## src/rtl/msk_gadget_scheduler_pkg.sv

```systemverilog
// Shared types and helpers for the masked-gadget scheduler.
// One-hot vectors are carried at the widest supported requester count.
package msk_gadget_scheduler_pkg;

  typedef logic [7:0] onehot_t;

  // Isolates the lowest set bit; zero in gives zero out.
  function automatic onehot_t lowest_set(input onehot_t v);
    return v & (~v + onehot_t'(1));
  endfunction

endpackage

```

## src/rtl/msk_gadget_scheduler_if.sv

```systemverilog
// Requester, randomness, gadget and response signals of the scheduler.
// slave is the scheduler's view; master is the surrounding datapath's view.
interface msk_gadget_scheduler_if #(
  parameter int d     = 2,
  parameter int count = 1,
  parameter int NREQ  = 4
);
  localparam int W = count * d;

  logic [NREQ-1:0]   req_valid;
  logic [NREQ-1:0]   req_ready;
  logic [NREQ*W-1:0] req_ina;
  logic [NREQ*W-1:0] req_inb;
  logic              rnd_valid;
  logic              rnd_ready;
  logic [W-1:0]      g_ina;
  logic [W-1:0]      g_inb;
  logic [W-1:0]      g_out;
  logic [NREQ-1:0]   rsp_valid;
  logic [W-1:0]      rsp_data;
  logic              busy;

  modport slave (
    input  req_valid, req_ina, req_inb, rnd_valid, g_out,
    output req_ready, rnd_ready, g_ina, g_inb, rsp_valid, rsp_data, busy
  );

  modport master (
    output req_valid, req_ina, req_inb, rnd_valid, g_out,
    input  req_ready, rnd_ready, g_ina, g_inb, rsp_valid, rsp_data, busy
  );
endinterface

```

## src/rtl/msk_rr_arbiter.sv

```systemverilog
// Round-robin arbiter with a one-hot pointer; grants the first request at or
// after the pointer, cyclically, and advances past the winner when enabled.
module msk_rr_arbiter
  import msk_gadget_scheduler_pkg::*;
#(
  parameter int NREQ = 4
) (
  input  logic            clk,
  input  logic            rst_n,
  input  logic [NREQ-1:0] req,
  input  logic            en,
  output logic [NREQ-1:0] grant
);

  logic [NREQ-1:0] ptr_reg;
  logic [NREQ-1:0] ptr_next;
  logic [NREQ-1:0] at_or_after;
  logic [NREQ-1:0] masked;
  logic [NREQ-1:0] cand;
  logic [NREQ-1:0] pick;

  always_comb begin
    // Thermometer of positions >= pointer; fall back to the full vector to wrap.
    at_or_after = ~(ptr_reg - NREQ'(1));
    masked      = req & at_or_after;
    cand        = (|masked) ? masked : req;
    pick        = NREQ'(lowest_set(onehot_t'(cand)));
    grant       = en ? pick : '0;
    ptr_next    = ptr_reg;
    if (en) begin
      ptr_next = {pick[NREQ-2:0], pick[NREQ-1]};
    end
  end

  always_ff @(posedge clk or negedge rst_n) begin
    if (!rst_n) begin
      ptr_reg <= NREQ'(1);
    end else begin
      ptr_reg <= ptr_next;
    end
  end

endmodule

```

## src/rtl/msk_gadget_scheduler.sv

```systemverilog
// Time-shares one fixed-latency masked gadget among NREQ requesters and routes
// each result back to its owner LAT cycles after issue.
module msk_gadget_scheduler
  import msk_gadget_scheduler_pkg::*;
#(
  parameter int d     = 2,
  parameter int count = 1,
  parameter int NREQ  = 4,
  parameter int LAT   = 1
) (
  input  logic                   clk,
  input  logic                   rst_n,
  msk_gadget_scheduler_if.slave  bus
);

  localparam int W = count * d;

  logic            issue;
  logic [NREQ-1:0] grant;
  logic [W-1:0]    sel_a [NREQ];
  logic [W-1:0]    sel_b [NREQ];
  logic [W-1:0]    mux_a;
  logic [W-1:0]    mux_b;
  logic            tag_valid_reg [LAT];
  logic [NREQ-1:0] tag_owner_reg [LAT];
  logic [LAT-1:0]  tag_valid_vec;
  logic [NREQ-1:0] rsp_valid;

  // Held in reset, nothing may be granted or consume randomness.
  assign issue = rst_n & bus.rnd_valid & (|bus.req_valid);

  msk_rr_arbiter #(
    .NREQ (NREQ)
  ) u_arb (
    .clk   (clk),
    .rst_n (rst_n),
    .req   (bus.req_valid),
    .en    (issue),
    .grant (grant)
  );

  assign bus.req_ready = grant;
  assign bus.rnd_ready = issue;

  // Select is control-only; each share bit passes through its own AND-OR path.
  for (genvar gi = 0; gi < NREQ; gi++) begin : g_mux
    assign sel_a[gi] = {W{grant[gi]}} & bus.req_ina[gi*W +: W];
    assign sel_b[gi] = {W{grant[gi]}} & bus.req_inb[gi*W +: W];
  end

  always_comb begin
    mux_a = '0;
    mux_b = '0;
    for (int i = 0; i < NREQ; i++) begin
      mux_a = mux_a | sel_a[i];
      mux_b = mux_b | sel_b[i];
    end
  end

  assign bus.g_ina = mux_a;
  assign bus.g_inb = mux_b;

  // Tag pipe mirrors the gadget's internal registers stage for stage.
  for (genvar gi = 0; gi < LAT; gi++) begin : g_tag
    if (gi == 0) begin : g_head
      always_ff @(posedge clk or negedge rst_n) begin
        if (!rst_n) begin
          tag_valid_reg[gi] <= 1'b0;
          tag_owner_reg[gi] <= '0;
        end else begin
          tag_valid_reg[gi] <= issue;
          tag_owner_reg[gi] <= grant;
        end
      end
    end else begin : g_body
      always_ff @(posedge clk or negedge rst_n) begin
        if (!rst_n) begin
          tag_valid_reg[gi] <= 1'b0;
          tag_owner_reg[gi] <= '0;
        end else begin
          tag_valid_reg[gi] <= tag_valid_reg[gi-1];
          tag_owner_reg[gi] <= tag_owner_reg[gi-1];
        end
      end
    end
    assign tag_valid_vec[gi] = tag_valid_reg[gi];
  end

  assign rsp_valid     = tag_valid_reg[LAT-1] ? tag_owner_reg[LAT-1] : '0;
  assign bus.rsp_valid = rsp_valid;
  assign bus.rsp_data  = (|rsp_valid) ? bus.g_out : '0;
  assign bus.busy      = |tag_valid_vec;

endmodule

```

## src/flat_wrapper.sv

```systemverilog
// flat-port wrapper written by rule: the top's interface ports become plain ports
module msk_gadget_scheduler_flat import msk_gadget_scheduler_pkg::*;
#(
  parameter int d     = 2,
  parameter int count = 1,
  parameter int NREQ  = 4,
  parameter int LAT   = 1
)
  (clk, rst_n, bus_req_valid, bus_req_ina, bus_req_inb, bus_rnd_valid, bus_g_out, bus_req_ready, bus_rnd_ready, bus_g_ina, bus_g_inb, bus_rsp_valid, bus_rsp_data, bus_busy);
  msk_gadget_scheduler_if #(.d(d), .count(count), .NREQ(NREQ)) bus_i ();
  input  logic clk;
  input  logic rst_n;
  input wire logic [$bits(bus_i.req_valid)-1:0] bus_req_valid;
  input wire logic [$bits(bus_i.req_ina)-1:0] bus_req_ina;
  input wire logic [$bits(bus_i.req_inb)-1:0] bus_req_inb;
  input wire logic [$bits(bus_i.rnd_valid)-1:0] bus_rnd_valid;
  input wire logic [$bits(bus_i.g_out)-1:0] bus_g_out;
  output wire logic [$bits(bus_i.req_ready)-1:0] bus_req_ready;
  output wire logic [$bits(bus_i.rnd_ready)-1:0] bus_rnd_ready;
  output wire logic [$bits(bus_i.g_ina)-1:0] bus_g_ina;
  output wire logic [$bits(bus_i.g_inb)-1:0] bus_g_inb;
  output wire logic [$bits(bus_i.rsp_valid)-1:0] bus_rsp_valid;
  output wire logic [$bits(bus_i.rsp_data)-1:0] bus_rsp_data;
  output wire logic [$bits(bus_i.busy)-1:0] bus_busy;
  assign bus_i.req_valid = bus_req_valid;
  assign bus_i.req_ina = bus_req_ina;
  assign bus_i.req_inb = bus_req_inb;
  assign bus_i.rnd_valid = bus_rnd_valid;
  assign bus_i.g_out = bus_g_out;
  assign bus_req_ready = bus_i.req_ready;
  assign bus_rnd_ready = bus_i.rnd_ready;
  assign bus_g_ina = bus_i.g_ina;
  assign bus_g_inb = bus_i.g_inb;
  assign bus_rsp_valid = bus_i.rsp_valid;
  assign bus_rsp_data = bus_i.rsp_data;
  assign bus_busy = bus_i.busy;
  msk_gadget_scheduler #(.d(d), .count(count), .NREQ(NREQ), .LAT(LAT)) u_core (.clk(clk), .rst_n(rst_n), .bus(bus_i));
endmodule
```

## config.mk

```make
export PLATFORM = sky130hd
export DESIGN_NAME = msk_gadget_scheduler_flat
export DESIGN_NICKNAME = d
export VERILOG_FILES = /design/src/rtl/msk_gadget_scheduler_pkg.sv /design/src/rtl/msk_gadget_scheduler_if.sv /design/src/rtl/msk_rr_arbiter.sv /design/src/rtl/msk_gadget_scheduler.sv /design/src/flat_wrapper.sv
export SDC_FILE = /design/constraint.sdc
export NUM_CORES = 1
export LEC_CHECK = 0
export ABC_AREA = 1
export CAP_MARGIN = 20
export CORE_MARGIN = 8
export CORE_UTILIZATION = 35
export CTS_CLUSTER_SIZE = 25
export DETAILED_ROUTE_END_ITERATION = 6
export PLACE_DENSITY = 0.73
export SYNTH_ARGS = -nofsm -noshare
export SYNTH_HDL_FRONTEND = slang
export SYNTH_SLANG_ARGS = --single-unit
```

## constraint.sdc

```tcl
create_clock -name clk -period 3.15 [get_ports clk]
set_clock_uncertainty 0.2 [all_clocks]
set_input_delay 0.63 -clock clk [delete_from_list [all_inputs] [get_ports clk]]
set_output_delay 0.63 -clock clk [all_outputs]
set_load 0.01 [all_outputs]
```

==> flow_summary_export.csv <==
group,metric,value,unit
cts,tritoncts,"built",
critical_path,r2r-end,"u_core.u_arb.ptr_reg[1]",
critical_path,path_class,"in2out",
power,cellLeakagePower,0.746,nW
timing,hold_ws,0.357,ns
timing,finalHoldViolCount,0,
timing,max_freq,329,MHz
synthesis,synth_fa_ha_area_frac,0.0166,
timing,min_period_over_period,0.965,
critical_path,critPathRequiredTime,2.32,ns
routing,wl_met2,1.37,mm
routing,drt-met1-wl,963,µm
layout,finalNonFillerCells,195,
global_routing,grt_max_degree,12,
layout,final_util,0.643,
layout,layout-drive-gt1-share,0.281,
global_routing,gr-usage-all-layers,0.132,
cts,ctsHtreeMaxLevel,1,
routing,ant_nets,0,
cts,ctsLongestPathBuffers,2,
synthesis,yosys.area.top_type,"dfrtp_1",
synthesis,async_flop_share,1.00,
critical_path,r2r_setup_slack,1.04,ns
routing,wl,2.60,mm
routing,dr.pass1.iters,4,
critical_path,crit_path_max_fanout,6,
placed_design,routabilityCongestion,0.831,
timing,worstMarginPinSlew,0.323,ns
routing,vias,910,
synthesis,synth_mux_area_frac,0,
synthesis,synth-compound-area-share,0.0415,
cts,clkSinkCount,9,
critical_path,r2r_cells,13,
min_path,hold_class,"reg2reg",
layout,fillers,195,
synthesis,synthXorXnorAreaFrac,0,
synthesis,synth_ff_type,"dfrtp_1",
critical_path,crit_path_start_kind,"input pin",
critical_path,cp-endpoint,"bus_req_ready[1]",
timing,slew_headroom,0.782,
power,ir_worst_vdd,0.513,mV
cts,clk-insertion-delay-late,0.27,ns
critical_path,worstPathArrival,2.21,ns
routing,wl_per_cell,13.3,µm
routing,drt_iter0_drc,13,
synthesis,synth.yosys.seq_area_share,0.300,
synthesis,synth_area,754,µm²
critical_path,startpoint,"bus_req_valid[1]",
synthesis,synth_edf_count,0,
layout,seq_area,226,µm²
placed_design,numPortBuffers,40,
routing,avgViaCountPerCell,4.67,
layout,diodes,0,
global_routing,grt_antenna_before_repair,0,
floorplanning,placementRows,17,
critical_path,timing.rr.start,"u_core.u_arb.ptr_reg[0]",
cts,numCtsBuffers,3,
synthesis,synth.top_cell.area_share,0.265,
cts,cts.hold.buffers_added,0,
synthesis,synth_top_family_by_area,"simple AND/OR/NAND/NOR gates",
placed_design,dp.cells,188,
flow_run,maxCapViolCount,0,
placed_design,hpwl,2.02,mm
routing,met3_length,211,µm
cts,clkTransAtPathRegs,0.06,ns
synthesis,synth_commonest_cells,"31 x nand2_1, 21 x inv_1, 11 x nand3_1",
timing,fin_crit,3.04,ns
timing,rsz0062_at_grt,"no",
routing,routed.top_layer,"met4",
floorplanning,die_area,3900,µm²
synthesis,yosys.area_share.simple,0.502,
global_routing,overflow,0,
synthesis,synth.avg_cell_area,6.99,µm²
timing,fin_setup_tns,0,ns
power,power.density,731,nW/µm²
floorplanning,boundaryPins,41,
synthesis,ys_types,23,
layout,nets,194,
synthesis,yosysMostFrequentCell,"nand2_1",
synthesis,synthCells,108,
floorplanning,die_h,62.4,µm
global_routing,grt_pass1_vias,976,
routing,drc,0,
synthesis,yosys_warnings,0,
layout,multi_input_area,483,µm²
global_routing,grt_pass1_wl,4.28,mm
floorplanning,initial_core_util,0.355,
synthesis,ys_seq_elements,9,
timing,setup_viol,0,
run_status,status,"complete, no violations",
cts,cts_root_buf,"clkbuf_4",
synthesis,synth_nets,134,
floorplanning,fp.dieW,62.4,µm
floorplanning,core,2130,µm²
critical_path,critPathCaptureType,"output pin",
synthesis,synth.area.top_cells,"dfrtp_1 27%, nand2_1 15%, inv_1 10%",
timing,drv_slew,0,
layout,area_growth_syn_to_layout,81.3,%
[how the worst min path moves through the flow]
stage                                        from                      end  slack [ns]  cells past startpoint
after floorplan                             rst_n          u_core.bus.busy        0.13                      0
after global placement    u_core.u_arb.ptr_reg[3]  u_core.u_arb.ptr_reg[3]        0.34                      2
after detailed placement  u_core.u_arb.ptr_reg[3]  u_core.u_arb.ptr_reg[3]        0.34                      2
after CTS                 u_core.u_arb.ptr_reg[3]  u_core.u_arb.ptr_reg[3]        0.35                      2
after global routing      u_core.u_arb.ptr_reg[3]  u_core.u_arb.ptr_reg[3]        0.39                      2
final                     u_core.u_arb.ptr_reg[3]  u_core.u_arb.ptr_reg[3]        0.36                      2
[power by group]
| part | switching [W] | internal [W] |
|---|---|---|
| registers | 0.0000207 | 0.000153 |
| clock network | 0.0000427 | 0.0000490 |
| logic | 0.000438 | 0.000297 |
[cell families after synthesis]
group / Yosys count
fa+ha+maj: 1
compound gates: 5
flops: 9
buf+inv: 27
simple gates: 66
[cell type report]
| class | count | area share |
|---|---|---|
| Clock buffer | 4 | 0.0192 |
| Inverter | 26 | 0.0750 |
| Multi-Input combinational cell | 73 | 0.353 |
| Sequential cell | 9 | 0.166 |
| Tap cell | 28 | 0.0256 |
| Timing Repair Buffer | 55 | 0.361 |
[what timing repair did]
action	CTS	global route
gates cloned	0	1
buffers inserted	2	0
gates resized for setup	23	14
setup endpoints to repair	8	8
pin swaps	1	2
[metal layers]
metal,GRT usage,vias to the layer above
li1,-,449
met1,0.124,417
met2,0.245,37
met3,0.0502,7
met4,0.0627,0
met5,0,-
[placed cells by master, fill, tap and decap left out, drive strengths merged, types with 2 or more instances in the layout]
master and n:
buf 19, clkbuf 6, clkdlybuf4s15 2, clkdlybuf4s50 29, dfrtp 8, dlymetal6s2s 3, inv 25, nand2 36
nand3 17, nand4 4, nor2 9, o21ai 3
[critical path: stages]
cell and delay (ns):
clkdlybuf4s50_1 0.51, nand2_2 0.07, nand2_1 0.09, inv_2 0.04, nand2_2 0.09, inv_4 0.06, nand3_4 0.08, nand2_8 0.08
inv_4 0.11, nand3_1 0.12, inv_1 0.09, clkdlybuf4s15_1 0.23
[per-stage QoR]
stage,cell area [µm²],power [W],setup WS (ns)
4_1_cts,1340,0.000929,0.00254
3_5_place_dp,1280,0.000803,-0.304
3_3_place_gp,1280,0.000782,-0.261
2_1_floorplan,754,0.000579,0.551
5_1_grt,1370,0.00107,0.00817
6_report,1370,0.00100,0.109
No activity file was read; power rests on OpenSTA's default activity.
